`config.mk`:
```
export PLATFORM = sky130hd
export DESIGN_NAME = score_tx_sender
export DESIGN_NICKNAME = d
export VERILOG_FILES = /design/src/rtl/score_tx_sender.sv
export SDC_FILE = /design/constraint.sdc
export NUM_CORES = 1
export LEC_CHECK = 0
export CORE_UTILIZATION = 40
export DETAILED_ROUTE_END_ITERATION = 8
export PLACE_DENSITY = 0.65
export SLEW_MARGIN = 0
export SYNTH_ARGS = -nofsm -noshare
export SYNTH_HDL_FRONTEND = slang
export SYNTH_SLANG_ARGS = --single-unit
export TNS_END_PERCENT = 30
```
`constraint.sdc`:
```
create_clock -name CLK -period 4.7 [get_ports CLK]
set_clock_uncertainty 0.1 [all_clocks]
set_input_delay 0.94 -clock CLK [delete_from_list [all_inputs] [get_ports CLK]]
set_output_delay 0.94 -clock CLK [all_outputs]
set_load 0.01 [all_outputs]
```
`src/rtl/score_tx_sender.sv`:
```
// score_tx_sender: buffers signed similarity scores in a first-word-fall-through
// FIFO and sends N of them per transaction over a 128-bit TX channel, one score
// per beat. Each beat carries the score zero-extended to 128 bits.
// Build option TX_CYCLE_COUNT_EN: appends one extra beat that carries a 32-bit
// cycle count. The count runs from cfg accept to acceptance of the last score beat.
module score_tx_sender #(
    parameter int FIFO_DEPTH  = 16,
    parameter int SCORE_WIDTH = 16
) (
    input  logic                   CLK,
    input  logic                   RST,
    input  logic                   cfg_valid_i,
    input  logic [17:0]            cfg_num_i,
    input  logic                   score_valid_i,
    input  logic [SCORE_WIDTH-1:0] score_i,
    output logic                   score_ready_o,
    output logic                   overflow_o,
    output logic                   done_o,
    output logic                   CHNL_TX,
    input  logic                   CHNL_TX_ACK,
    output logic                   CHNL_TX_LAST,
    output logic [31:0]            CHNL_TX_LEN,
    output logic [30:0]            CHNL_TX_OFF,
    output logic [127:0]           CHNL_TX_DATA,
    output logic                   CHNL_TX_DATA_VALID,
    input  logic                   CHNL_TX_DATA_REN
);

    localparam int AW = $clog2(FIFO_DEPTH);
`ifdef TX_CYCLE_COUNT_EN
    localparam logic [18:0] EXTRA_BEATS = 19'd1;
`else
    localparam logic [18:0] EXTRA_BEATS = 19'd0;
`endif

    typedef enum logic [2:0] {S_IDLE, S_WAIT, S_REQ, S_SEND, S_FIN} state_t;
    state_t state, state_nxt;

    logic [SCORE_WIDTH-1:0] mem [FIFO_DEPTH];
    logic [AW-1:0]          wr_ptr, rd_ptr;
    logic [AW:0]            count;
    logic                   fifo_empty, push, pop;
    logic [SCORE_WIDTH-1:0] head;

    logic [17:0] n_reg;
    logic [18:0] total_beats, total_new, beat_idx;
    logic [31:0] len_reg;
    logic        cfg_accept, beat_acc, is_score_beat, last_beat;

    assign fifo_empty    = (count == '0);
    assign score_ready_o = (count < (AW+1)'(FIFO_DEPTH));
    assign push          = score_valid_i & score_ready_o;
    assign head          = mem[rd_ptr];

    assign cfg_accept    = (state == S_IDLE) & cfg_valid_i;
    assign total_new     = {1'b0, cfg_num_i} + EXTRA_BEATS;
    assign is_score_beat = (beat_idx < {1'b0, n_reg});
    assign last_beat     = (beat_idx == total_beats - 19'd1);
    assign beat_acc      = CHNL_TX_DATA_VALID & CHNL_TX_DATA_REN;
    // DATA_VALID requires a non-empty FIFO for score beats, so pop never underflows
    assign pop           = beat_acc & is_score_beat;

    assign CHNL_TX_LAST  = 1'b1;
    assign CHNL_TX_OFF   = '0;
    assign CHNL_TX_LEN   = len_reg;

    // FIFO storage write (no reset needed on the data array)
    always_ff @(posedge CLK) begin
        if (push) mem[wr_ptr] <= score_i;
    end

    // FIFO pointers and occupancy; simultaneous push/pop keeps count
    always_ff @(posedge CLK or posedge RST) begin
        if (RST) begin
            wr_ptr <= '0;
            rd_ptr <= '0;
            count  <= '0;
        end else begin
            if (push) wr_ptr <= wr_ptr + 1'b1;
            if (pop)  rd_ptr <= rd_ptr + 1'b1;
            case ({push, pop})
                2'b10:   count <= count + 1'b1;
                2'b01:   count <= count - 1'b1;
                default: count <= count;
            endcase
        end
    end

    // sticky overflow: any score offered while the FIFO is full
    always_ff @(posedge CLK or posedge RST) begin
        if (RST)                                 overflow_o <= 1'b0;
        else if (score_valid_i & ~score_ready_o) overflow_o <= 1'b1;
    end

    // transaction length/beat bookkeeping latched on cfg accept
    always_ff @(posedge CLK or posedge RST) begin
        if (RST) begin
            n_reg       <= '0;
            total_beats <= '0;
            len_reg     <= '0;
            beat_idx    <= '0;
        end else if (cfg_accept && cfg_num_i != '0) begin
            n_reg       <= cfg_num_i;
            total_beats <= total_new;
            len_reg     <= {11'b0, total_new, 2'b00};
            beat_idx    <= '0;
        end else if (beat_acc) begin
            beat_idx    <= beat_idx + 19'd1;
        end
    end

`ifdef TX_CYCLE_COUNT_EN
    logic [31:0] cyc_cnt;
    logic        cnt_frozen;

    // cycle counter: clears on cfg accept, saturates, freezes after last score beat
    always_ff @(posedge CLK or posedge RST) begin
        if (RST) begin
            cyc_cnt    <= '0;
            cnt_frozen <= 1'b0;
        end else if (cfg_accept) begin
            cyc_cnt    <= '0;
            cnt_frozen <= 1'b0;
        end else begin
            if (!cnt_frozen && cyc_cnt != '1) cyc_cnt <= cyc_cnt + 32'd1;
            if (pop && beat_idx == {1'b0, n_reg} - 19'd1) cnt_frozen <= 1'b1;
        end
    end
`endif

    // state register
    always_ff @(posedge CLK or posedge RST) begin
        if (RST) state <= S_IDLE;
        else     state <= state_nxt;
    end

    // next-state logic
    always_comb begin
        state_nxt = state;
        case (state)
            S_IDLE: if (cfg_valid_i) state_nxt = (cfg_num_i != '0) ? S_WAIT : S_FIN;
            S_WAIT: if (!fifo_empty) state_nxt = S_REQ;
            S_REQ:  if (CHNL_TX_ACK) state_nxt = S_SEND;
            S_SEND: if (beat_acc && last_beat) state_nxt = S_FIN;
            S_FIN:  state_nxt = S_IDLE;
            default: state_nxt = S_IDLE;
        endcase
    end

    // channel outputs decoded from state and current beat
    always_comb begin
        CHNL_TX            = 1'b0;
        CHNL_TX_DATA_VALID = 1'b0;
        CHNL_TX_DATA       = '0;
        case (state)
            S_REQ: CHNL_TX = 1'b1;
            S_SEND: begin
                CHNL_TX = 1'b1;
                if (is_score_beat) begin
                    CHNL_TX_DATA_VALID = ~fifo_empty;
                    CHNL_TX_DATA       = {{(128-SCORE_WIDTH){1'b0}}, head};
                end else begin
`ifdef TX_CYCLE_COUNT_EN
                    CHNL_TX_DATA_VALID = 1'b1;
                    CHNL_TX_DATA       = {96'b0, cyc_cnt};
`endif
                end
            end
            default: ;
        endcase
    end

    // done pulse one cycle after FIN
    always_ff @(posedge CLK or posedge RST) begin
        if (RST) done_o <= 1'b0;
        else     done_o <= (state == S_FIN);
    end

endmodule

```
==> results_dict.tcl <==
set metrics [dict create \
    relSlewSlack 0.288 \
    multiInputGateArea_um2 4980 \
    synth_cells 1015 \
    start_util 0.408 \
    cp_max_fo 22 \
    synth_cell_types 67 \
    hpwl_um 19800 \
    grt_max_degree 52 \
    cts_max_path_buffers 3 \
    crit_slowest_cell "dfrtp_4" \
    max_cap_violations 0 \
    critPathKind "flip-flop to output pin" \
    status "complete, no violations" \
    rsz0062_at_grt "false" \
    worstSetupEndpointType "output pin" \
    vias 8289 \
    cp-start-kind "flip-flop" \
    synth_edf_count 256 \
    reg2reg_from "CHNL_TX_LEN[16]" \
    grt_overflow 0 \
    vias_per_cell 5.16 \
    worst_slack_ps 346 \
    p_leak_nw 6.12 \
    fin_tns_setup_ps 0 \
    drt-initial-drc-count 550 \
    cts.repair.resized 0 \
    diodes 0 \
    hold_start "overflow_o" \
    remaining_drc_errors 0 \
    ant_nets 0 \
    fmax_ghz 0.230 \
    hold_buffers 0 \
    ir_worst_vdd_mv 0.416 \
    grt_pass1_vias 7987 \
    clkSinkCount 311 \
    ys_warn_count 0 \
    worstMarginPinSlew_ps 1050 \
    dieArea_um2 38200 \
    startpoint "rd_ptr[0]" \
    avgSynthCellArea_um2 14.7 \
    drv_slew 0 \
    synth_common_cells "edfxtp_1, buf_4, mux4_2" \
    drive_gt1_frac 0.159 \
    fin_area_um2 16900 \
    fill_cells 3172 \
    wl_per_cell_um 19.8 \
    yosysSeqAreaShare 0.606 \
    dieWidth_um 195 \
    crit_path_frequent_cell "mux4_2" \
    postCtsSetupRepairBufs 0 \
    place_congestion 0.877 \
    hold_viol 0 \
    setup_viol 0 \
    dp_slack_ps 818 \
    power_density_nw_per_um2 510 \
    path_cells "buf_4 -> mux4_2 -> mux4_2 -> and3_1 -> clkdlybuf4s50_1" \
    clkTransAtPathRegs_ps 60 \
    root_buffer "clkbuf_16" \
    async_reset_ff_frac 0.177 \
    holdWs_ps 368 \
    design.portCount 237 \
    drt-pass1-iter-count 5 \
    cp_slowest_stage_delay_ps 710 \
    seqCellArea_um2 9070 \
    drt_wl_total_um 31800 \
    die_h_um 195 \
    grt_pass1_wl_um 48700 \
    area_growth_pct 13.1 \
    yosysTopAreaCellShare 0.514 \
    cts_buffers 35 \
    port_buffers 78 \
    place_area_um2 15800 \
    antenna_found_initial 2 \
    yosysMostFrequentCell "edfxtp_1" \
    yosysTopAreaCell "edfxtp_1" \
    rows 70 \
    ys_seq_elements 311 \
    cts_max_level 2 \
    hold_class "flip-flop to flip-flop" \
    cts_tree "done" \
    cp.arrival_ps 3310 \
    period_needed_ps 4350 \
    synth_area_um2 15000 \
    worstPathRequired_ps 3660 \
    min_period_over_period 0.926 \
    core_um2 36700 \
    ys.flop_type "edfxtp_1" \
    grt_usage 0.170 \
    clk_latency_ps 520 \
    yosys-top-cells-area "edfxtp_1, mux4_2, dfrtp_1, buf_4, ha_1" \
    final_nets 1184 \
]
==> registers in the layout, indices dropped and copies added (netlist names) <==
name / count
mem: 256
overflow_o: 1
done_o: 1
count: 5
wr_ptr: 4
CHNL_TX_LEN: 18
rd_ptr: 4
beat_idx: 19
state: 3
==> logic make-up (layout without fill, tap and decap cells) <==
kind of cell             count (synthesis)  count (layout)  share of synthesized area
adder cells (fa/ha/maj)                 30              30                     0.0256
multiplexers                            82              82                      0.122
AO/OA/AOI/OAI                           92              92                     0.0397
other                                    2             158                   0.000502
XOR/XNOR                                44              44                     0.0258
buffers and inverters                  237             205                      0.101
AND/OR/NAND/NOR                        217             217                     0.0800
flip-flops                             311             311                      0.606
==> area by class of cell <==
cell class,instances,share of cell area
Clock inverter,20,0.0121
Clock buffer,42,0.0533
Timing Repair Buffer,111,0.0623
Multi-Input combinational cell,623,0.294
Tap cell,468,0.0346
Inverter,32,0.00710
Sequential cell,311,0.536
==> metrics by stage <==
step | util | power (mW) | std cells
3_3_place_gp | 0.431 | 6.09 | 1545
5_1_grt | 0.461 | 9.07 | 1607
4_1_cts | 0.461 | 8.75 | 1607
3_5_place_dp | 0.431 | 6.11 | 1545
6_report | 0.461 | 8.62 | 1607
2_1_floorplan | - | 5.26 | 1171
==> final timing paths <==
kind                                    to  slack, ps  cells past startpoint
setup / recovery           CHNL_TX_DATA[8]        350                      5
hold / removal                  overflow_o        370                      1
setup reg to reg                  count[4]       1040                     17
hold reg to reg                 overflow_o        370                      1
max in group asynchronous   CHNL_TX_LEN[4]       2910                      3
min in group asynchronous       overflow_o        760                      2
==> where the power goes <==
part / switching (mW) / total, mW / internal, mW
logic: 1.13 / 2.52 / 1.39
registers: 0.274 / 3.50 / 3.22
clock network: 1.10 / 2.60 / 1.50
total: 2.50 / 8.62 / 6.12
==> worst max-delay path, delay by kind of cell, from the launching register on <==
family	cells	cell delay (ps)
and+or+nand+nor	1	220
muxes	2	990
DFF	1	710
buffers and inverters	2	870
==> routing by layer <==
layer | wire (um) | track usage
met3 | 2150 | 0.0301
met5 | 13 | 0
met4 | 807 | 0.0572
met1 | 13500 | 0.232
met2 | 15300 | 0.276
==> cell usage in the layout (no fill, tap or decap), types with 15 or more instances in the layout <==
| cell | netlist | layout |
|---|---|---|
| dfrtp_1 | 55 | 53 |
| o21ai_0 | 30 | 30 |
| nor2_1 | 36 | 36 |
| conb_1 | 2 | 158 |
| xnor2_1 | 21 | 21 |
| ha_1 | 29 | 29 |
| inv_1 | 30 | 29 |
| a21oi_1 | 20 | 19 |
| nand4_1 | 21 | 21 |
| and3_1 | 24 | 24 |
| edfxtp_1 | 256 | 256 |
| nand3_1 | 15 | 15 |
| and2_1 | 21 | 21 |
| clkbuf_16 | 0 | 35 |
| xor2_1 | 23 | 23 |
| nand2_1 | 40 | 40 |
| mux4_2 | 80 | 80 |
| clkdlybuf4s50_1 | 0 | 78 |
| buf_4 | 158 | 31 |
No activity file was read; power rests on OpenSTA's default activity.
